`src/rtl/sram_arb_pkg.sv`:
```
// Shared constants and helpers for the 1W/1R banked SRAM arbiter.
// Defaults match the 4096x8 sram_b macro.
package sram_arb_pkg;

    localparam int NWR_DEF       = 2;
    localparam int NRD_DEF       = 2;
    localparam int ABITS_DEF     = 12;
    localparam int DBITS_DEF     = 8;
    localparam int STALL_MAX_DEF = 4;

    // Never returns 0, so single-client indices still get a 1-bit port.
    function automatic int clog2(input int n);
        int r;
        r = 1;
        for (int i = 1; i < 31; i++) begin
            if ((1 << i) < n) r = i + 1;
        end
        return r;
    endfunction

endpackage

```
`src/rtl/rr_arbiter.sv`:
```
// Round-robin selector: lowest index at or after the pointer wins, wrapping at N.
// The pointer moves past the winner only when the parent commits the grant.
module rr_arbiter
    import sram_arb_pkg::*;
#(
    parameter int N = 2
) (
    input  logic                  clk,
    input  logic                  rst,
    input  logic [N-1:0]          req,
    input  logic                  advance,
    output logic [N-1:0]          gnt,
    output logic [clog2(N)-1:0]   idx,
    output logic                  valid
);

    localparam int IW = clog2(N);

    logic [IW-1:0] ptr_q, ptr_d;

    function automatic int wrap(input int v);
        return (v >= N) ? v - N : v;
    endfunction

    always_comb begin
        // NOTE: every output gets a default first so no path leaves it unassigned (no latches).
        gnt   = '0;
        idx   = '0;
        valid = 1'b0;
        ptr_d = ptr_q;
        // Scan from farthest to nearest so the nearest requester overwrites.
        for (int k = N - 1; k >= 0; k--) begin
            if (req[wrap(int'(ptr_q) + k)]) begin
                idx   = IW'(wrap(int'(ptr_q) + k));
                valid = 1'b1;
            end
        end
        if (valid) gnt[idx] = 1'b1;
        if (advance && valid) ptr_d = (int'(idx) == N - 1) ? '0 : idx + IW'(1);
    end

    // NOTE: sequential state uses non-blocking assignments only.
    always_ff @(posedge clk or posedge rst) begin
        if (rst) ptr_q <= '0;
        else     ptr_q <= ptr_d;
    end

endmodule

```
`src/rtl/sram_b_1w1r_arbiter.sv`:
```
// Shares one 1W/1R sram_b among NWR writers and NRD readers with independent round-robin,
// keeping same-address write/read pairs off the memory and bounding read starvation.
module sram_b_1w1r_arbiter
    import sram_arb_pkg::*;
#(
    parameter int NWR       = NWR_DEF,
    parameter int NRD       = NRD_DEF,
    parameter int ABITS     = ABITS_DEF,
    parameter int DBITS     = DBITS_DEF,
    parameter int STALL_MAX = STALL_MAX_DEF
) (
    input  logic                    CLK,
    input  logic                    RST,
    input  logic [NWR-1:0]          wr_req,
    input  logic [NWR*ABITS-1:0]    wr_addr,
    input  logic [NWR*DBITS-1:0]    wr_data,
    input  logic [NWR*DBITS-1:0]    wr_mask,
    output logic [NWR-1:0]          wr_gnt,
    input  logic [NRD-1:0]          rd_req,
    input  logic [NRD*ABITS-1:0]    rd_addr,
    output logic [NRD-1:0]          rd_gnt,
    output logic                    rd_rvalid,
    output logic [clog2(NRD)-1:0]   rd_rid,
    output logic [DBITS-1:0]        rd_rdata,
    output logic                    MEM_CE0,
    output logic [ABITS-1:0]        MEM_A0,
    output logic [DBITS-1:0]        MEM_D0,
    output logic                    MEM_WE0,
    output logic [DBITS-1:0]        MEM_WEM0,
    output logic                    MEM_CE1,
    output logic [ABITS-1:0]        MEM_A1,
    input  logic [DBITS-1:0]        MEM_Q1
);

    localparam int WIW = clog2(NWR);
    localparam int RIW = clog2(NRD);
    localparam int DCW = clog2(STALL_MAX + 1);

    logic [NWR-1:0]   wr_sel_gnt;
    logic [WIW-1:0]   wr_idx;
    logic             wr_any, wr_go;
    logic [NRD-1:0]   rd_sel_gnt;
    logic [RIW-1:0]   rd_idx;
    logic             rd_any, rd_go;

    logic [ABITS-1:0] wr_sel_addr, rd_sel_addr;
    logic [DBITS-1:0] wr_sel_data, wr_sel_mask;
    logic             collide, stall_wr;

    logic [DCW-1:0]   defer_cnt_q, defer_cnt_d;
    logic             rvalid_q, rvalid_d;
    logic [RIW-1:0]   rid_q, rid_d;
    logic [DBITS-1:0] rdata_q, rdata_d;

    rr_arbiter #(.N(NWR)) u_wr_arb (
        .clk     (CLK),
        .rst     (RST),
        .req     (wr_req),
        .advance (wr_go),
        .gnt     (wr_sel_gnt),
        .idx     (wr_idx),
        .valid   (wr_any)
    );

    rr_arbiter #(.N(NRD)) u_rd_arb (
        .clk     (CLK),
        .rst     (RST),
        .req     (rd_req),
        .advance (rd_go),
        .gnt     (rd_sel_gnt),
        .idx     (rd_idx),
        .valid   (rd_any)
    );

    always_comb begin
        wr_sel_addr = '0;
        wr_sel_data = '0;
        wr_sel_mask = '0;
        rd_sel_addr = '0;
        for (int i = 0; i < NWR; i++) begin
            if (wr_idx == WIW'(i)) begin
                wr_sel_addr = wr_addr[i*ABITS +: ABITS];
                wr_sel_data = wr_data[i*DBITS +: DBITS];
                wr_sel_mask = wr_mask[i*DBITS +: DBITS];
            end
        end
        for (int i = 0; i < NRD; i++) begin
            if (rd_idx == RIW'(i)) rd_sel_addr = rd_addr[i*ABITS +: ABITS];
        end

        // A collision defers the read until it has waited STALL_MAX times, then the write yields.
        collide  = wr_any && rd_any && (wr_sel_addr == rd_sel_addr);
        stall_wr = collide && (defer_cnt_q == DCW'(STALL_MAX));
        wr_go    = !RST && wr_any && !stall_wr;
        rd_go    = !RST && rd_any && (!collide || stall_wr);

        defer_cnt_d = defer_cnt_q;
        if (rd_go)        defer_cnt_d = '0;
        else if (collide) defer_cnt_d = defer_cnt_q + DCW'(1);

        wr_gnt   = wr_go ? wr_sel_gnt : '0;
        MEM_CE0  = wr_go;
        MEM_WE0  = wr_go;
        MEM_A0   = wr_go ? wr_sel_addr : '0;
        MEM_D0   = wr_go ? wr_sel_data : '0;
        MEM_WEM0 = wr_go ? wr_sel_mask : '0;

        rd_gnt   = rd_go ? rd_sel_gnt : '0;
        MEM_CE1  = rd_go;
        MEM_A1   = rd_go ? rd_sel_addr : '0;

        // Data passes straight through while valid and is held afterwards.
        rd_rdata = rvalid_q ? MEM_Q1 : rdata_q;
        rdata_d  = rd_rdata;
        rvalid_d = rd_go;
        rid_d    = rd_go ? rd_idx : rid_q;
    end

    always_ff @(posedge CLK or posedge RST) begin
        if (RST) begin
            defer_cnt_q <= '0;
            rvalid_q    <= 1'b0;
            rid_q       <= '0;
            rdata_q     <= '0;
        end else begin
            defer_cnt_q <= defer_cnt_d;
            rvalid_q    <= rvalid_d;
            rid_q       <= rid_d;
            rdata_q     <= rdata_d;
        end
    end

    assign rd_rvalid = rvalid_q;
    assign rd_rid    = rid_q;

endmodule

```
`config.mk`:
```
export PLATFORM = sky130hd
export DESIGN_NAME = sram_b_1w1r_arbiter
export DESIGN_NICKNAME = d
export VERILOG_FILES = /design/src/rtl/sram_arb_pkg.sv /design/src/rtl/rr_arbiter.sv /design/src/rtl/sram_b_1w1r_arbiter.sv
export SDC_FILE = /design/constraint.sdc
export NUM_CORES = 1
export LEC_CHECK = 0
export BUFFER_PORTS_ARGS = -buffer_cell sky130_fd_sc_hd__buf_4
export CAP_MARGIN = 5
export CORE_MARGIN = 2
export CORE_UTILIZATION = 37
export CTS_BUF_LIST = sky130_fd_sc_hd__clkbuf_16
export CTS_CLUSTER_DIAMETER = 60
export DETAILED_ROUTE_END_ITERATION = 8
export GPL_TIMING_DRIVEN = 0
export HOLD_SLACK_MARGIN = 0.1
export PLACE_DENSITY = 0.82
export SLEW_MARGIN = 15
export SYNTH_ARGS = -nofsm -noshare
export SYNTH_HDL_FRONTEND = slang
export SYNTH_HIERARCHICAL = 1
export SYNTH_SLANG_ARGS = --single-unit
```
`constraint.sdc`:
```
create_clock -name CLK -period 2.9 [get_ports CLK]
set_input_delay 0.145 -clock CLK [delete_from_list [all_inputs] [get_ports CLK]]
set_output_delay 0.145 -clock CLK [all_outputs]
set_load 0.03 [all_outputs]
```
Word-level counts from Yosys, hierarchy flattened
Index checks and enable logic that the tools add are counted.
- bits of input ports: 94
- register bits: 15
- multiplexer cells: 45
- equal/unequal tests: 2
- $add $sub $neg: 9
- reduce and logical (&&, ||, !) cells: 16
- order comparisons: 12
- operators by type and width (kind ; count):
    $lt 32x3->1 const B ; 4
    $mux 32 ; 4
    $mux 12 ; 4
    $mux 8 ; 5
    $sub 32x3->32 const B ; 1
    $mux 1 ; 24
    $eq 12x12->1 ; 1
    $logic_and 1x1->1 ; 11
    $mux 2 ; 4
    $mux 3 ; 2
    $sub 1x2->3 const B ; 2
    $add 1x1->2 const B ; 2
    $ge 1x2->1 const B ; 2
    $ge 2x2->1 const B ; 2
    $lt 1x2->1 const B ; 2
    $add 3x1->3 const B ; 1
    $eq 3x3->1 const B ; 1
    $logic_not 1->1 ; 3
    $sub 2x2->3 const B ; 1
    $add 1x1->1 const B ; 2
    $demux 1 s1 ; 2
    $ge 1x1->1 const B ; 2
    $reduce_bool 2->1 ; 1
    $logic_or 1x1->1 ; 1

Logic depth before layout (Yosys ltp)
Gate-level depths: netlist (run 1).
- depth in word-level cells: 15
- gate-level depth with buffers: 13
- mapped depth without buffers: 10

By module
The synthesis (run 1) kept the hierarchy.
- by module, submodules not included (module ; area an instance (um^2) ; instances ; cells each ; seq. area each (um^2)):
    sram_b_1w1r_arbiter ; 1400.1 ; 1 ; 160 ; 325.3
    rr_arbiter ; 72.6 ; 2 ; 9 ; 25.0

Worst setup path before layout (run 1)
OpenSTA, ideal clock, no wires.
- kind: reg-to-output
- start point: register u_wr_arb.ptr_q
- end point: output MEM_WE0
- data arrival time: 2.663 ns
- required time: 2.755 ns
- slack: 0.092 ns
- cell stages (with the launch flop): 13
- cells stage by stage: dfrtp_1 -> inv_1 -> a21boi_0 -> buf_6 -> buf_12 -> mux2i_1 -> xnor2_1 -> nand4_1 -> nor4_4 -> a311o_2 -> buf_2 -> inv_1 -> buf_4
- cells in the longest elaborated chain, start to end: 14
- elaborated cells on any way between the ends: 25
- those cells by class: add/sub: 3; order compare: 2; eq/ne: 1; mux: 13; reduce/logical: 6
- RTL lines (what ; RTL line ; text):
    from (decl) ; rr_arbiter.sv:19 ; logic [IW-1:0] ptr_q, ptr_d;
    from (signal assigned) ; rr_arbiter.sv:45 ; else ptr_q <= ptr_d;
    $add 1x1->2 ; rr_arbiter.sv:33, rr_arbiter.sv:34 ;
    $sub 2x2->3 or $ge 2x2->1 (tied branches) ; rr_arbiter.sv:22 ; return (v >= N) ? v - N : v;
    $mux 32 ; rr_arbiter.sv:22 ;
    $mux 1 (not written as such) (3 in a row) ; rr_arbiter.sv:33 ; if (req[wrap(int'(ptr_q) + k)]) begin
    $mux 1 ; rr_arbiter.sv:33 ;
    $mux 1 (*) ; rr_arbiter.sv:33 ;
    via wr_idx ; sram_b_1w1r_arbiter.sv:40 ; logic [WIW-1:0] wr_idx;
    $mux 12 (*) ; sram_b_1w1r_arbiter.sv:81 ; if (wr_idx == WIW'(i)) begin
    $eq 12x12->1 (*) ; sram_b_1w1r_arbiter.sv:92 ; collide = wr_any && rd_any && (wr_sel_addr == rd_sel_addr);
    $logic_and 1x1->1 (*) ; sram_b_1w1r_arbiter.sv:92 ;
    $logic_and 1x1->1 (*) ; sram_b_1w1r_arbiter.sv:93 ; stall_wr = collide && (defer_cnt_q == DCW'(STALL_MAX));
    $logic_not 1->1 (*) ; sram_b_1w1r_arbiter.sv:94 ; wr_go = !RST && wr_any && !stall_wr;
    $logic_and 1x1->1 (*) ; sram_b_1w1r_arbiter.sv:94 ;
    to (decl) ; sram_b_1w1r_arbiter.sv:28 ; output logic MEM_WE0,
The timed path passes the listed nets; every way through them passes the cells marked *. The select of a mux whose other input is x is not followed.

Worst setup path after layout (run 1)
- start point: register u_wr_arb.ptr_q
- end point: output MEM_D0[7]
- cells in the longest elaborated chain, start to end: 15
- elaborated cells on any way between the ends: 27
- those cells by class: add/sub: 3; order compare: 2; eq/ne: 1; mux: 15; reduce/logical: 6
- RTL lines (what ; RTL line ; text):
    $add 1x1->2 ; rr_arbiter.sv:33, rr_arbiter.sv:34 ;
    $sub 2x2->3 or $ge 2x2->1 (tied branches) ; rr_arbiter.sv:22 ;
    $mux 32 ; rr_arbiter.sv:22 ;
    $mux 1 (not written as such) (3 in a row) ; rr_arbiter.sv:33 ;
    $mux 1 ; rr_arbiter.sv:33 ;
    $mux 1 (*) ; rr_arbiter.sv:33 ;
    via wr_idx ; sram_b_1w1r_arbiter.sv:40 ;
    $mux 12 ; sram_b_1w1r_arbiter.sv:81 ;
    $eq 12x12->1 ; sram_b_1w1r_arbiter.sv:92 ;
    $logic_and 1x1->1 ; sram_b_1w1r_arbiter.sv:92 ;
    $logic_and 1x1->1 ; sram_b_1w1r_arbiter.sv:93 ;
    $logic_not 1->1 ; sram_b_1w1r_arbiter.sv:94 ;
    $logic_and 1x1->1 ; sram_b_1w1r_arbiter.sv:94 ;
    $mux 8 (*) ; sram_b_1w1r_arbiter.sv:105 ; MEM_D0 = wr_go ? wr_sel_data : '0;
    to (decl) ; sram_b_1w1r_arbiter.sv:27 ; output logic [DBITS-1:0] MEM_D0,
Marks and branches as above.

==> impl_metrics.tcl, run 1 <==
set metrics [dict create \
    status "finished, violations left" \
    violations "setup timing" \
    path_cells "inv_2, a21boi_4, buf_4, mux2i_2, xnor2_2, nand3_1, nor4_4, a311o_2, buf_6, buf_6, nor2_2, buf_6" \
    clockRootBuffer "clkbuf_16" \
    dp.final_hpwl_mm 4.45 \
    worst_path_dominant_cell_family "buffers and inverters" \
    drt_first_pass_iters 4 \
    overflow 0 \
    mostFrequentLayoutCells "buf_4 (139), buf_6 (39), nor2_2 (25)" \
    relSlewSlack_pct 54.4 \
    required_ns 2.76 \
    clkTransAtPathRegs_ns 0.05 \
    slew_viol_final 0 \
    ant_nets 0 \
    gp_congestion 0.745 \
    grt_pass1_wl_mm 8.31 \
    powerDensity_nw_per_um2 386 \
    syn2layout_area_growth_pct 134 \
    path_buf_inv 5 \
    fin_worst_skew_ns 0.000723 \
    drive_gt1_share_pct 73.1 \
    final_util_pct 90.6 \
    numCtsBuffers 3 \
    grt_pass1_vias 1871 \
    place_ws_ns -0.279 \
    seq_area_frac_synth_pct 24.3 \
    worstSetupStartpointType "flip-flop" \
    ys_types 28 \
    fin_crit_ns 3.14 \
    fin_nets 457 \
    syn_area_per_cell_um2 8.68 \
    port_buffers 150 \
    htreeDepth 1 \
    crit_type "flip-flop to output pin" \
    timing.final.ws_setup_ns -0.237 \
    drc 0 \
    synth_fp_nets 274 \
    setup_viol 49 \
    gr-usage-all-layers_pct 23.4 \
    grt_max_degree 15 \
    cts_tree "yes" \
    row_count 23 \
    clk_latency_ns 0.24 \
    first_iter_violations 118 \
    cp.arrival_ns 2.99 \
    worst_path_largest_cell_delay_ns 0.41 \
    dp_cells 378 \
    rsz0062_at_grt "true" \
    cpMaxStageDelayCell "nor4_4" \
    vias 2273 \
    worst_hold_slack_ns 0.148 \
    cpMostUsedCell "buf_6" \
    synth_cells 178 \
    drv_cap 0 \
    antenna_found_initial 0 \
    fp.dieW_um 68.6 \
    power_leakage_nw 1.76 \
    fillCellCount 130 \
    antenna_cells 0 \
    hold_viol 0 \
    max-vdd-ir-drop_v 0.000202 \
    syn_area_um2 1550 \
    tightest_slew_ns 0.684 \
    hold_class "input port to flip-flop" \
    yosys_warnings 6 \
    final_cells 410 \
    die_y_um 68.6 \
    yosys_register_bits 15 \
    io_pins 151 \
    critPathMaxFanout 5 \
    clockBufferDepth 2 \
    start_util_pct 38.6 \
    setup.worst_path.end_class "output pin" \
    die-area_um2 4710 \
    core_area_um2 4000 \
    fin_crit_sh_pct 108 \
    routed_wl_mm 9.12 \
    wl_per_cell_um 22.2 \
    clock_sinks 15 \
    layout_commonest_cell "buf_4" \
    fmax_mhz 319 \
    post_drt_via_cell_ratio 5.54 \
]
report_power, final:
| part | internal, mW | switching [mW] |
|---|---|---|
| Sequential | 0.239 | 0.0218 |
| Combinational | 0.433 | 0.445 |
| Clock | 0.182 | 0.0791 |
| Total | 0.854 | 0.546 |
path summary, 6_finish.rpt:
path,start,endpoint,slack (ns),cells past startpoint
setup / recovery,u_wr_arb/ptr_q$_DFFE_PP0P_,MEM_D0[7],-0.24,12
max in group asynchronous,RST,rdata_q[7]$_DFF_PP0_,2.01,3
hold reg to reg,rdata_q[7]$_DFF_PP0_,rdata_q[7]$_DFF_PP0_,0.49,1
hold / removal,wr_req[1],u_wr_arb/ptr_q$_DFFE_PP0P_,0.15,2
setup reg to reg,u_wr_arb/ptr_q$_DFFE_PP0P_,rd_rid$_DFFE_PP0P_,-0.05,12
min in group asynchronous,RST,u_rd_arb/ptr_q$_DFFE_PP0P_,0.35,3
layer usage:
layer	vias to the layer above	track usage (%)	routed length, um
li1	966	-	-
met2	154	41.9	4720
met4	0	6.25	450
met1	1115	27.9	3230
met3	38	5.19	715
met5	-	0	0
cell families after synthesis:
logic type                 Yosys count  synth area share (%)
buffers and inverters               23                  8.74
xor gates and xnor gates            13                  7.37
AOI/OAI and AO/OA                   14                  6.88
and+or+nand+nor                     61                  17.7
adders and majority gates            2                  1.62
muxes                               50                  33.4
DFF                                 15                  24.3
cells in the mapped netlist, drive strengths merged:
master	n	area share [%]
a21oi	2	0.65
nand3	3	0.97
clkbuf	2	0.49
xnor2	13	7.4
nor4	1	1.4
dfrtp	15	24
nor2	44	11
a21o	1	0.97
and2	2	0.81
o211ai	1	0.49
inv	12	2.9
mux2i	40	26
a311o	1	0.73
or2	2	0.81
a31oi	2	0.81
mux2	10	7.5
nand3b	2	0.97
nand4	2	0.81
o21ai	1	0.32
ha	2	1.6
nand2	5	1.2
a21boi	6	2.9
buf	9	5.3
worst reg2reg max path, delay by kind of cell (launching register included):
family	cells	cell delay, ns
DFF	1	0.37
muxes	2	0.65
xor gates and xnor gates	1	0.16
and+or+nand+nor	2	0.60
AOI/OAI and AO/OA	2	0.35
buffers and inverters	5	0.68
sequential cells by signal (all words and copies together), names as in the netlist:
register / count
rdata_q: 8
rd_rid: 1
defer_cnt_q: 3
rd_rvalid: 1
u_rd_arb/ptr_q: 1
u_wr_arb/ptr_q: 1
area by class of cell:
class	instances	area [um2]	area share, %
well taps	50	62.6	1.73
multi-input cells	140	1390	38.3
plain buffers	10	110	3.04
clock buffers	3	75.1	2.07
clock inverters	1	3.75	0.104
repair buffers	179	1560	43.0
inverters	12	50.0	1.38
flip-flops and latches	15	375	10.4
metrics by stage:
stage | TNS [ns] | instance area (um2) | total power [mW]
after CTS | -0.0121 | 3060 | 1.20
after global placement | -2.43 | 2730 | 0.854
final | -9.65 | 3620 | 1.40
after floorplan | 0 | 1550 | 0.628
after detailed placement | -1.43 | 2730 | 0.864
after global routing | -13.81 | 3620 | 1.44
what timing repair did:
action	CTS	global route
resized for setup	29	104
hold buffers	1	0
pin swaps	6	14
setup buffers	6	18
endpoints found under the setup margin	48	47
gates cloned	2	3
endpoints found under the hold margin	15	0
Power figures use the tool's default switching activity.
==> inputs of run 2 (changes only) <==
--- a/config.mk
+++ b/config.mk
@@ -8,7 +8,7 @@
 export BUFFER_PORTS_ARGS = -buffer_cell sky130_fd_sc_hd__buf_4
 export CAP_MARGIN = 5
 export CORE_MARGIN = 2
-export CORE_UTILIZATION = 37
+export CORE_UTILIZATION = 39
 export CTS_BUF_LIST = sky130_fd_sc_hd__clkbuf_16
 export CTS_CLUSTER_DIAMETER = 60
 export DETAILED_ROUTE_END_ITERATION = 8
@@ -18,5 +18,4 @@
 export SLEW_MARGIN = 15
 export SYNTH_ARGS = -nofsm -noshare
 export SYNTH_HDL_FRONTEND = slang
-export SYNTH_HIERARCHICAL = 1
 export SYNTH_SLANG_ARGS = --single-unit
==> run 2 against run 1 <==
Compared with the run above: clock power rose by 7%; final area rose by 1.5%; cell count rose by 14%; highest routed layer unchanged; the flow still finishes with violations (setup timing).
==> impl_metrics.tcl, run 2 <==
set metrics [dict create \
    status "finished, violations left" \
    violations "setup timing" \
    largest_reg_flops 8 \
    syn2layout_area_growth_pct 109 \
    worst_path_largest_cell_delay_ns 0.59 \
    die-area_um2 5060 \
    yosys_warnings 0 \
    async_flop_share_pct 100 \
    clock_sinks 15 \
    clk_latency_ns 0.25 \
    timing.final.ws_setup_ns -0.162 \
    seq_area_frac_synth_pct 21.3 \
    row_count 24 \
    clockRootBuffer "clkbuf_16" \
    io_pins 151 \
    synth_edf_count 0 \
    clkTransAtPathRegs_ns 0.05 \
    worstSetupStartpointType "flip-flop" \
    hold_viol 0 \
    setup_viol 46 \
    grt_max_degree 17 \
    synthMostInstantiatedCell "nand2_1" \
    antenna_found_initial 0 \
    post_dp_cell_area_um2 2950 \
    fin_worst_skew_ns 0.00128 \
    post_drt_via_cell_ratio 5.78 \
    clockBufferDepth 2 \
    grt_pass1_wl_mm 12.1 \
    drc 0 \
    synth_ff_type "dfrtp_1" \
    grt_pass1_vias 2643 \
    synth_top_area_share_pct 21.3 \
    slew_viol_final 0 \
    rsz0062_at_grt "true" \
    synthTopCellsByCount "nand2_1 (36), nor2_1 (33), a21oi_1 (27)" \
    antenna_cells 0 \
    fmax_mhz 327 \
    required_ns 2.76 \
    fin_nets 512 \
    yosys_register_bits 15 \
    reg2reg_slack_ns -0.11 \
    fp.dieW_um 71.2 \
    overflow 0 \
    relSlewSlack_pct 61.3 \
    drt_first_pass_iters 4 \
    drive_gt1_share_pct 59.8 \
    gr-usage-all-layers_pct 29.4 \
    cpMostUsedCell "buf_6" \
    numCtsBuffers 3 \
    ys_types 42 \
    worst_hold_slack_ns 0.149 \
    wl_per_cell_um 17.7 \
    synth_cells 248 \
    setup_tns_ns -4.54 \
    ant_nets 0 \
    cpMaxStageDelayCell "or4_4" \
    routed_wl_mm 8.25 \
    drv_cap 0 \
    hold_class "input port to flip-flop" \
    synth_fp_nets 344 \
    crit_cells 10 \
    powerDensity_nw_per_um2 359 \
    place_ws_ns -0.208 \
    synth_area_leaders "dfrtp_1 (21%), a21oi_1 (7.7%), nand2_1 (7.7%)" \
    crit_type "flip-flop to output pin" \
    port_buffers 150 \
    max-vdd-ir-drop_v 0.000246 \
    tightest_slew_ns 0.580 \
    holdPathStages 2 \
    fin_crit_ns 3.06 \
    cp.arrival_ns 2.92 \
    first_iter_violations 104 \
    reg.largest.list "rdata_q: 8 flops, defer_cnt_q: 3 flops" \
    path_buf_inv 3 \
    fin_area_um2 3680 \
    mostFrequentLayoutCells "buf_4 (118), buf_6 (48), nand2_1 (35)" \
    path_cells "nand2b_4, buf_6, and3_4, o211ai_1, nand4_1, or4_4, o31ai_4, buf_6, a21oi_2, buf_6" \
    setup.worst_path.end_class "output pin" \
    power_leakage_nw 1.69 \
    start_util_pct 40.4 \
    regMostFlops "rdata_q" \
    htreeDepth 1 \
    r2r_cells 10 \
    total_power_mw 1.32 \
    dp.final_hpwl_mm 5.34 \
    core_area_um2 4350 \
    layout_commonest_cell "buf_4" \
    vias 2697 \
    critPathMaxFanout 6 \
    worst_path_dominant_cell_family "simple AND/OR/NAND/NOR gates" \
    yosysTopAreaCell "dfrtp_1" \
    die_y_um 71.2 \
    cts_tree "yes" \
    syn_area_per_cell_um2 7.09 \
    gp_congestion 0.820 \
    fin_crit_sh_pct 106 \
    syn_area_um2 1760 \
]
-- run 2: stage by stage --
stage                     cells  util, %
final                       467     84.5
after global routing        467     84.5
after CTS                   463     76.1
after detailed placement    450     67.8
after global placement      450     67.8
after floorplan             248        -
-- run 2: cells by family (layout without fill, tap and decap cells) --
group | count (synthesis) | count (layout) | share of synthesized area [%]
XOR/XNOR | 2 | 2 | 0.996
adder cells (fa/ha/maj) | 2 | 2 | 1.42
buffers and inverters | 24 | 191 | 6.83
multiplexers | 15 | 15 | 9.46
AND/OR/NAND/NOR | 116 | 116 | 32.2
flip-flops | 15 | 15 | 21.3
AO/OA/AOI/OAI | 74 | 74 | 27.7
-- run 2: routing by layer --
metal	GRT usage, %	vias up	wire length, um
met4	7.97	0	203
met3	6.55	22	692
met2	53.3	158	4290
met1	34.6	1276	3060
li1	-	1241	-
met5	0	-	0
-- run 2: report_power, final --
group / switching, mW / internal (mW)
combinational: 0.434 / 0.360
sequential: 0.0116 / 0.235
clock: 0.0930 / 0.186
-- run 2: repair_timing --
action / CTS / global route
pin swaps: 12 / 8
resized for setup: 66 / 88
gates cloned: 3 / 2
endpoints found under the hold margin: 15 / 0
setup endpoints to repair: 48 / 52
hold buffers: 1 / 0
setup buffers: 5 / 4
-- run 2: path summary, 6_finish.rpt --
path                                             from                          to
setup / recovery           u_wr_arb.ptr_q$_DFFE_PP0P_                   MEM_A1[0]
hold / removal                              MEM_Q1[2]        rdata_q[2]$_DFF_PP0_
setup reg to reg           u_wr_arb.ptr_q$_DFFE_PP0P_  u_rd_arb.ptr_q$_DFFE_PP0P_
hold reg to reg            u_wr_arb.ptr_q$_DFFE_PP0P_  u_wr_arb.ptr_q$_DFFE_PP0P_
max in group asynchronous                         RST        rdata_q[5]$_DFF_PP0_
min in group asynchronous                         RST  u_wr_arb.ptr_q$_DFFE_PP0P_
-- run 2: area by class of cell --
| class | count | area (um2) |
|---|---|---|
| plain buffers | 15 | 129 |
| clock buffers | 3 | 75.1 |
| clock inverters | 1 | 7.51 |
| fillers | 259 | 677 |
| inverters | 7 | 31.3 |
| multi-input cells | 209 | 1570 |
| flip-flops and latches | 15 | 375 |
| well taps | 52 | 65.1 |
| repair buffers | 165 | 1430 |
